### src/rtl/shift_seq8_pkg.sv
// rtl/shift_seq8_pkg.sv - shared widths, op codes and FSM states for the sequential shifter
package shift_seq8_pkg;

  localparam int WIDTH = 8;
  localparam int SHW   = 3;
  localparam int STEP  = 3;

  localparam logic [1:0] OP_LSL = 2'b00;
  localparam logic [1:0] OP_LSR = 2'b01;
  localparam logic [1:0] OP_ASR = 2'b10;
  localparam logic [1:0] OP_ROR = 2'b11;

  typedef enum logic [1:0] {
    ST_IDLE  = 2'b00,
    ST_SHIFT = 2'b01,
    ST_DONE  = 2'b10
  } state_t;

endpackage

### src/rtl/shift8_step.sv
// rtl/shift8_step.sv - combinational 0..3 position shift for LSL/LSR/ASR/ROR
module shift8_step
  import shift_seq8_pkg::*;
(
  input  logic [WIDTH-1:0] d_i,
  input  logic [1:0]       op_i,
  input  logic [1:0]       amt_i,
  output logic [WIDTH-1:0] y_o
);

  function automatic logic [WIDTH-1:0] shift_by(input logic [WIDTH-1:0] d,
                                                input logic [1:0]       op,
                                                input logic [1:0]       k);
    logic [2*WIDTH-1:0] wide;
    wide = '0;
    case (op)
      OP_LSL:  wide = {{WIDTH{1'b0}}, d << k};
      OP_LSR:  wide = {{WIDTH{1'b0}}, d} >> k;
      OP_ASR:  wide = {{WIDTH{d[WIDTH-1]}}, d} >> k;
      default: wide = {d, d} >> k;
    endcase
    return wide[WIDTH-1:0];
  endfunction

  // One candidate per amount, selected by amt_i: a 4-to-1 mux on every bit.
  always_comb begin
    y_o = d_i;
    case (amt_i)
      2'd0:    y_o = shift_by(d_i, op_i, 2'd0);
      2'd1:    y_o = shift_by(d_i, op_i, 2'd1);
      2'd2:    y_o = shift_by(d_i, op_i, 2'd2);
      default: y_o = shift_by(d_i, op_i, 2'd3);
    endcase
  end

endmodule

### src/rtl/shift_seq8.sv
// rtl/shift_seq8.sv - multi-cycle 8-bit shift engine issuing steps of at most 3 positions
module shift_seq8
  import shift_seq8_pkg::*;
(
  input  logic             clk,
  input  logic             reset,
  input  logic             in_valid,
  output logic             in_ready,
  input  logic [WIDTH-1:0] d_in,
  input  logic [SHW-1:0]   shamt,
  input  logic [1:0]       op,
  output logic             out_valid,
  input  logic             out_ready,
  output logic [WIDTH-1:0] d_out
);

  state_t           state_q;
  logic [WIDTH-1:0] data_q;
  logic [SHW-1:0]   rem_q;
  logic [1:0]       opr_q;

  logic [1:0]       step_amt;
  logic [SHW-1:0]   rem_next_d;
  logic [WIDTH-1:0] shifted_d;

  assign step_amt   = (rem_q > SHW'(STEP)) ? 2'(STEP) : rem_q[1:0];
  assign rem_next_d = rem_q - {{(SHW-2){1'b0}}, step_amt};

  shift8_step u_step (
    .d_i   (data_q),
    .op_i  (opr_q),
    .amt_i (step_amt),
    .y_o   (shifted_d)
  );

  always_ff @(posedge clk or posedge reset) begin
    if (reset) begin
      state_q <= ST_IDLE;
      data_q  <= '0;
      rem_q   <= '0;
      opr_q   <= OP_LSL;
    end else begin
      case (state_q)
        ST_IDLE: begin
          if (in_valid) begin
            data_q  <= d_in;
            opr_q   <= op;
            rem_q   <= shamt;
            state_q <= (shamt != '0) ? ST_SHIFT : ST_DONE;
          end
        end
        ST_SHIFT: begin
          data_q <= shifted_d;
          rem_q  <= rem_next_d;
          if (rem_next_d == '0) state_q <= ST_DONE;
        end
        ST_DONE: begin
          // No bypass: a new request can only be taken once back in IDLE.
          if (out_ready) state_q <= ST_IDLE;
        end
        default: state_q <= ST_IDLE;
      endcase
    end
  end

  assign in_ready  = (state_q == ST_IDLE);
  assign out_valid = (state_q == ST_DONE);
  assign d_out     = data_q;

endmodule
### config.mk
export PLATFORM = sky130hd
export DESIGN_NAME = shift_seq8
export DESIGN_NICKNAME = d
export VERILOG_FILES = /design/src/rtl/shift_seq8_pkg.sv /design/src/rtl/shift8_step.sv /design/src/rtl/shift_seq8.sv
export SDC_FILE = /design/constraint.sdc
export NUM_CORES = 1
export LEC_CHECK = 0
export ABC_AREA = 1
export BUFFER_PORTS_ARGS = -buffer_cell sky130_fd_sc_hd__clkbuf_2
export CELL_PAD_IN_SITES_DETAIL_PLACEMENT = 0
export CELL_PAD_IN_SITES_GLOBAL_PLACEMENT = 1
export CORE_ASPECT_RATIO = 0.6
export CORE_MARGIN = 2
export CORE_UTILIZATION = 34
export DETAILED_ROUTE_END_ITERATION = 8
export PLACE_DENSITY_LB_ADDON = 0.1
export REMOVE_ABC_BUFFERS = 1
export SYNTH_ARGS = -nofsm -noshare
export SYNTH_HDL_FRONTEND = slang
export SYNTH_SLANG_ARGS = --single-unit
### constraint.sdc
create_clock -name clk -period 1.6 [get_ports clk]
set_input_delay 0.24 -clock clk [delete_from_list [all_inputs] [get_ports clk]]
set_output_delay 0.24 -clock clk [all_outputs]
set_load 0.01 [all_outputs]
# After elaboration in Yosys (flattened, before gate mapping)

Index checks and enable logic that the tools add are counted.
Widths: inputs -> output; s select.

Word-level logic and storage cells: 43
Bits in registers: 15

Mux-type cells: 14
Equal/unequal tests: 11
Order comparisons: 1
$add $sub $neg: 1
Reductions and logical operators: 11

Operator list:

| cell               | count |
|---|---|
| $pmux 8 s3         | 4 |
| $pmux 8 s2         | 1 |
| $mux 2             | 5 |
| $mux 8             | 1 |
| $ne 2x2->1 const B | 4 |
| $eq 2x1->1 const B | 3 |
| $eq 2x2->1 const B | 3 |
| $logic_not 2->1    | 3 |
| $pmux 2 s3         | 1 |
| $pmux 3 s2         | 1 |
| $reduce_and 3->1   | 2 |
| $reduce_and 2->1   | 2 |
| $reduce_and 4->1   | 1 |
| $gt 3x2->1 const B | 1 |
| $logic_not 3->1    | 1 |
| $mux 3             | 1 |
| $reduce_bool 3->1  | 1 |
| $sub 3x2->3        | 1 |
| $ne 2x1->1 const B | 1 |
| $reduce_bool 2->1  | 1 |

# Longest topological paths before layout

Depth after elaboration: 6
Gate-level depth with buffers: 9
Gate-level depth less buffers: 8

# Modules after synthesis

From an unflattened synthesis, not the netlist that was laid out.

Cell total of the unflattened synthesis: 209
Area total of the unflattened synthesis: 1216.2 um^2

Modules (own cells, without submodules):

| module      | cells an instance | times used | area each (um^2) | seq. area each (um^2) |
|---|---|---|---|---|
| shift_seq8  | 122               | 1          | 833.3            | 375.4 |
| shift8_step | 87                | 1          | 382.9            | 0.0 |

# Worst setup path after synthesis

OpenSTA, ideal clock, no wires.

Kind: reg2reg
Start: reg rem_q[2]
End: reg data_q[7] (netlist: d_out[7])
Slack: 0.019 ns
Period minus slack after synthesis: 1.581 ns
Data required time: 1.478 ns
Library setup time: 0.122 ns
Arrival: 1.459 ns
Cell stages (with the launch flop): 10
Buffers on the path: 1
Cell sequence: dfrtp_1 > nor2_1 > ha_1 > buf_4 > inv_1 > o211ai_1 > nand2_1 > clkinv_1 > nand2_1 > a21oi_1

Cells in the longest elaborated chain, start to end: 5
Elaborated cells between the ends (all ways): 9

Ends and longest elaborated chain:

| item                                                  | RTL line          | text |
|---|---|---|
| from (decl)                                           | shift_seq8.sv:19  | `logic [SHW-1:0] rem_q;` |
| from (signal assigned)                                | shift_seq8.sv:48  | `rem_q <= shamt;` |
| from (signal assigned)                                | shift_seq8.sv:54  | `rem_q <= rem_next_d;` |
| $gt 3x2->1 *                                          | shift_seq8.sv:26  | `assign step_amt = (rem_q > SHW'(STEP)) ? 2'(STEP) : rem_q[1:0];` |
| $mux 2 *                                              | shift_seq8.sv:26  |  |
| $eq 2x2->1 (tied with other cells)                    | shift8_step.sv:28 | `case (amt_i)` |
| $pmux 8 s3 / $ne 2x2->1 (equally long branches)       | -                 |  |
| $pmux 8 s2 / $reduce_and 4->1 (equally long branches) | -                 |  |
| to (signal assigned)                                  | shift_seq8.sv:46  | `data_q <= d_in;` |
| to (signal assigned)                                  | shift_seq8.sv:53  | `data_q <= shifted_d;` |
| to (decl)                                             | shift_seq8.sv:18  | `logic [WIDTH-1:0] data_q;` |

Mark *: on every way between the ends. The rest lies on a longest branch, timed or not.
A chain may end at the register's enable or synchronous reset.

# Final worst setup path

Start: reg rem_q[2]
End: reg data_q[1] (netlist: d_out[1])

Cells in the longest elaborated chain, start to end: 5
Elaborated cells between the ends (all ways): 9

Ends and longest elaborated chain:

| item                                                  | RTL line |
|---|---|
| $gt 3x2->1 *                                          | shift_seq8.sv:26 |
| $mux 2 *                                              | shift_seq8.sv:26 |
| $eq 2x2->1 (tied with other cells)                    | shift8_step.sv:28 |
| $pmux 8 s3 / $ne 2x2->1 (equally long branches)       | - |
| $pmux 8 s2 / $reduce_and 3->1 (equally long branches) | - |

Marks and branches as above.

==> flow_summary.toml <==
[synthesis]
yosysTopAreaCell = "dfrtp_1"
synth.yosys.seq_area_share = 0.293
yosys-top-cells-count = "nand2_1 (55), inv_1 (17), nand3_1 (17), nor2_1 (17), dfrtp_1 (15)"
synth_edf_count = 0
synth_area_leaders = "dfrtp_1 (29%), nand2_1 (16%), a21oi_2 (8.9%)"
ys_ff_latch = 15
synth_most_common_cell = "nand2_1"
synth_top_area_share = 0.293
yosysWarnings = 0
synthArstFlopShare = 1.00
syn_inst = 184
syn_area_per_cell_um2 = 6.96
synth_area_um2 = 1280
synth_cell_types = 24
ys_dominant_reg_cell = "dfrtp_1"

[floorplan]
die_h_um = 51.6
die-area_um2 = 4290
coreArea_um2 = 3640
die_x_um = 83.3
initial_core_util = 0.352
io_pins = 27
fp-row-count = 17

[critical_path]
critPathKind = "reg -> reg"
r2r_cells = 7
required_ns = 1.77
r2r-start = "rem_q[2]$_DFFE_PP0P_"
crit_slowest_cell = "dfrtp_1"
max_stage_delay_ns = 0.40
crit_arrival_ns = 1.66
path_common_cell = "nand3_1"
r2r-end = "d_out[1]$_DFFE_PP0P_"
crit_start = "rem_q[2]$_DFFE_PP0P_"
crit_path_start_kind = "flip-flop"
crit_path_max_fanout = 8
worstPathCellList = "nor2_1 > buf_4 > ha_1 > nand3_1 > nand3_1 > nand2_1 > a21oi_1"
crit_end = "d_out[1]$_DFFE_PP0P_"
r2r_setup_slack_ns = 0.11
setup.worst_path.end_class = "flip-flop"

[sta]
slew_violations = 0
clock_skew_ns = 0.00796
fin_crit_sh = 0.931
slew_headroom = 0.597
finalHoldViolations = 0
tns_ns = 0
grt_setup_unrepaired = "no"
setup_slack_ns = 0.110
setup_violations = 0
tightest_slew_ns = 0.605
period_minus_slack_ns = 1.49
fmax_mhz = 671

[grt]
grt_overflow = 0
track_usage = 0.183
grt_max_degree = 16
first_global_vias = 1226
antenna_found_initial = 0
grt_first_pass_wirelength_um = 6090

[final_layout]
drive_above_1_share = 0.312
num-fill-cells = 387
antenna_cells = 0
syn2layout_area_growth_pct = 19.0
final_area_um2 = 1530
final_util = 0.419
final_nets = 237

[place]
dpl.hpwl_um = 2700
place_ws_ns = 0.0775
port-buffer-count = 26
place_area_um2 = 1480
gp_congestion = 0.903

[routing]
drtIter0Drc = 47
num_vias = 1294
drc = 0
wire_per_inst_um = 13.2
via_per_inst = 4.94
antenna_left = 0
first_pass_iters = 4
wirelength_um = 3460

[power]
swShare = 0.543
pwr_density_cell_nw_per_um2 = 2530
power.switching_uw = 2090
max-vdd-ir-drop_v = 0.000859
clkPwrFrac = 0.083
p_int_uw = 1770
leakagePower_uw = 0.000769
seqPwrFrac = 0.222
comb_power_share = 0.695

[cts]
htreeDepth = 1
clk_pin_slew_ns = 0.07
post_cts_buffers = 0
clock-sinks = 15
cts_tree = "done"
root_buffer = "clkbuf_8"
worstSkewPairLatency_ns = 0.25
numCtsBuffers = 3
clock_path_buffers = 2

[min_path]
holdCritPathClass = "in -> async"

[run_status]
status = "finished, final reports clean"

[flow_run]
drv_cap = 0
==> registers in the layout (all words and copies together), names as in the netlist <==
signal,flops
d_out,8
rem_q,3
opr_q,2
state_q,2
==> routing by layer <==
metal / global-route usage / part of all wire / vias up
met3: 0.0444 / 0.066 / 2
met5: 0 / 0 / -
met1: 0.264 / 0.51 / 604
li1: - / - / 653
met2: 0.285 / 0.42 / 35
met4: 0.0246 / 0.0020 / 0
==> layout by cell type (no fill, tap or decap) <==
master	n
inv_1	16
nor2_1	16
clkinv_2	1
clkbuf_8	3
o21ai_2	1
inv_4	1
dfrtp_1	15
clkinv_1	1
o21ai_4	1
nand2_2	2
ha_1	4
o21ai_0	4
clkbuf_2	26
inv_2	4
nand2_4	5
nand2_8	1
nand2_1	55
a21oi_1	13
o211ai_1	3
nor2_2	2
a21oi_2	13
o21ai_1	4
nor2_4	2
buf_4	5
nand3_1	17
==> timing repair <==
item,CTS,global route
endpoints found under the hold margin,0,0
resized for setup,0,2
hold buffers,0,0
setup endpoints to repair,0,5
==> cells by family after synthesis <==
family	count (synthesis)	synth area share
and+or+nand+nor	100	0.369
AOI/OAI and AO/OA	39	0.208
DFF	15	0.293
buffers and inverters	26	0.0908
adders and majority gates	4	0.0391
==> final cells by class <==
class	instances	area, um^2	area share
multi-input combinational	143	792	0.519
tap	47	58.8	0.0386
inverter	22	85.1	0.0558
sequential	15	375	0.246
clock buffer	3	41.3	0.0271
timing repair buffer	31	168	0.110
clock inverter	1	5.00	0.00328
==> worst min path at each step <==
stage	depth (start not counted)	slack, ns	from	to
after floorplan	1	0.14	reset	d_out[0]$_DFFE_PP0P_
after global placement	2	0.34	reset	opr_q[1]$_DFFE_PP0P_
after detailed placement	2	0.34	reset	opr_q[1]$_DFFE_PP0P_
after CTS	2	0.06	reset	opr_q[1]$_DFFE_PP0P_
after global routing	2	0.10	reset	opr_q[1]$_DFFE_PP0P_
final	2	0.02	reset	opr_q[1]$_DFFE_PP0P_
==> power groups by stage <==
stage | logic, uW | registers [uW] | clock network (uW)
after floorplan | 1890 | 858 | 0
after global placement | 2680 | 840 | 0
after detailed placement | 2660 | 854 | 0
after CTS | 2670 | 848 | 331
after global routing | 3070 | 890 | 345
final | 2680 | 855 | 321
==> through the flow <==
step / instances / total power [uW] / hold slack (ns)
4_1_cts: 262 / 3850 / 0.0596
3_5_place_dp: 258 / 3520 / 0.337
2_1_floorplan: 180 / 2750 / 0.141
3_3_place_gp: 258 / 3520 / 0.343
6_report: 262 / 3860 / 0.0237
5_1_grt: 262 / 4300 / 0.102
==> critical path, delay by kind of cell (launching register included) <==
kind | cells | cell delay [ns]
flip-flops | 1 | 0.40
AO/OA/AOI/OAI | 1 | 0.13
AND/OR/NAND/NOR | 4 | 0.42
buffers and inverters | 1 | 0.14
adder cells (fa/ha/maj) | 1 | 0.33
No activity file was read; power rests on OpenSTA's default activity.
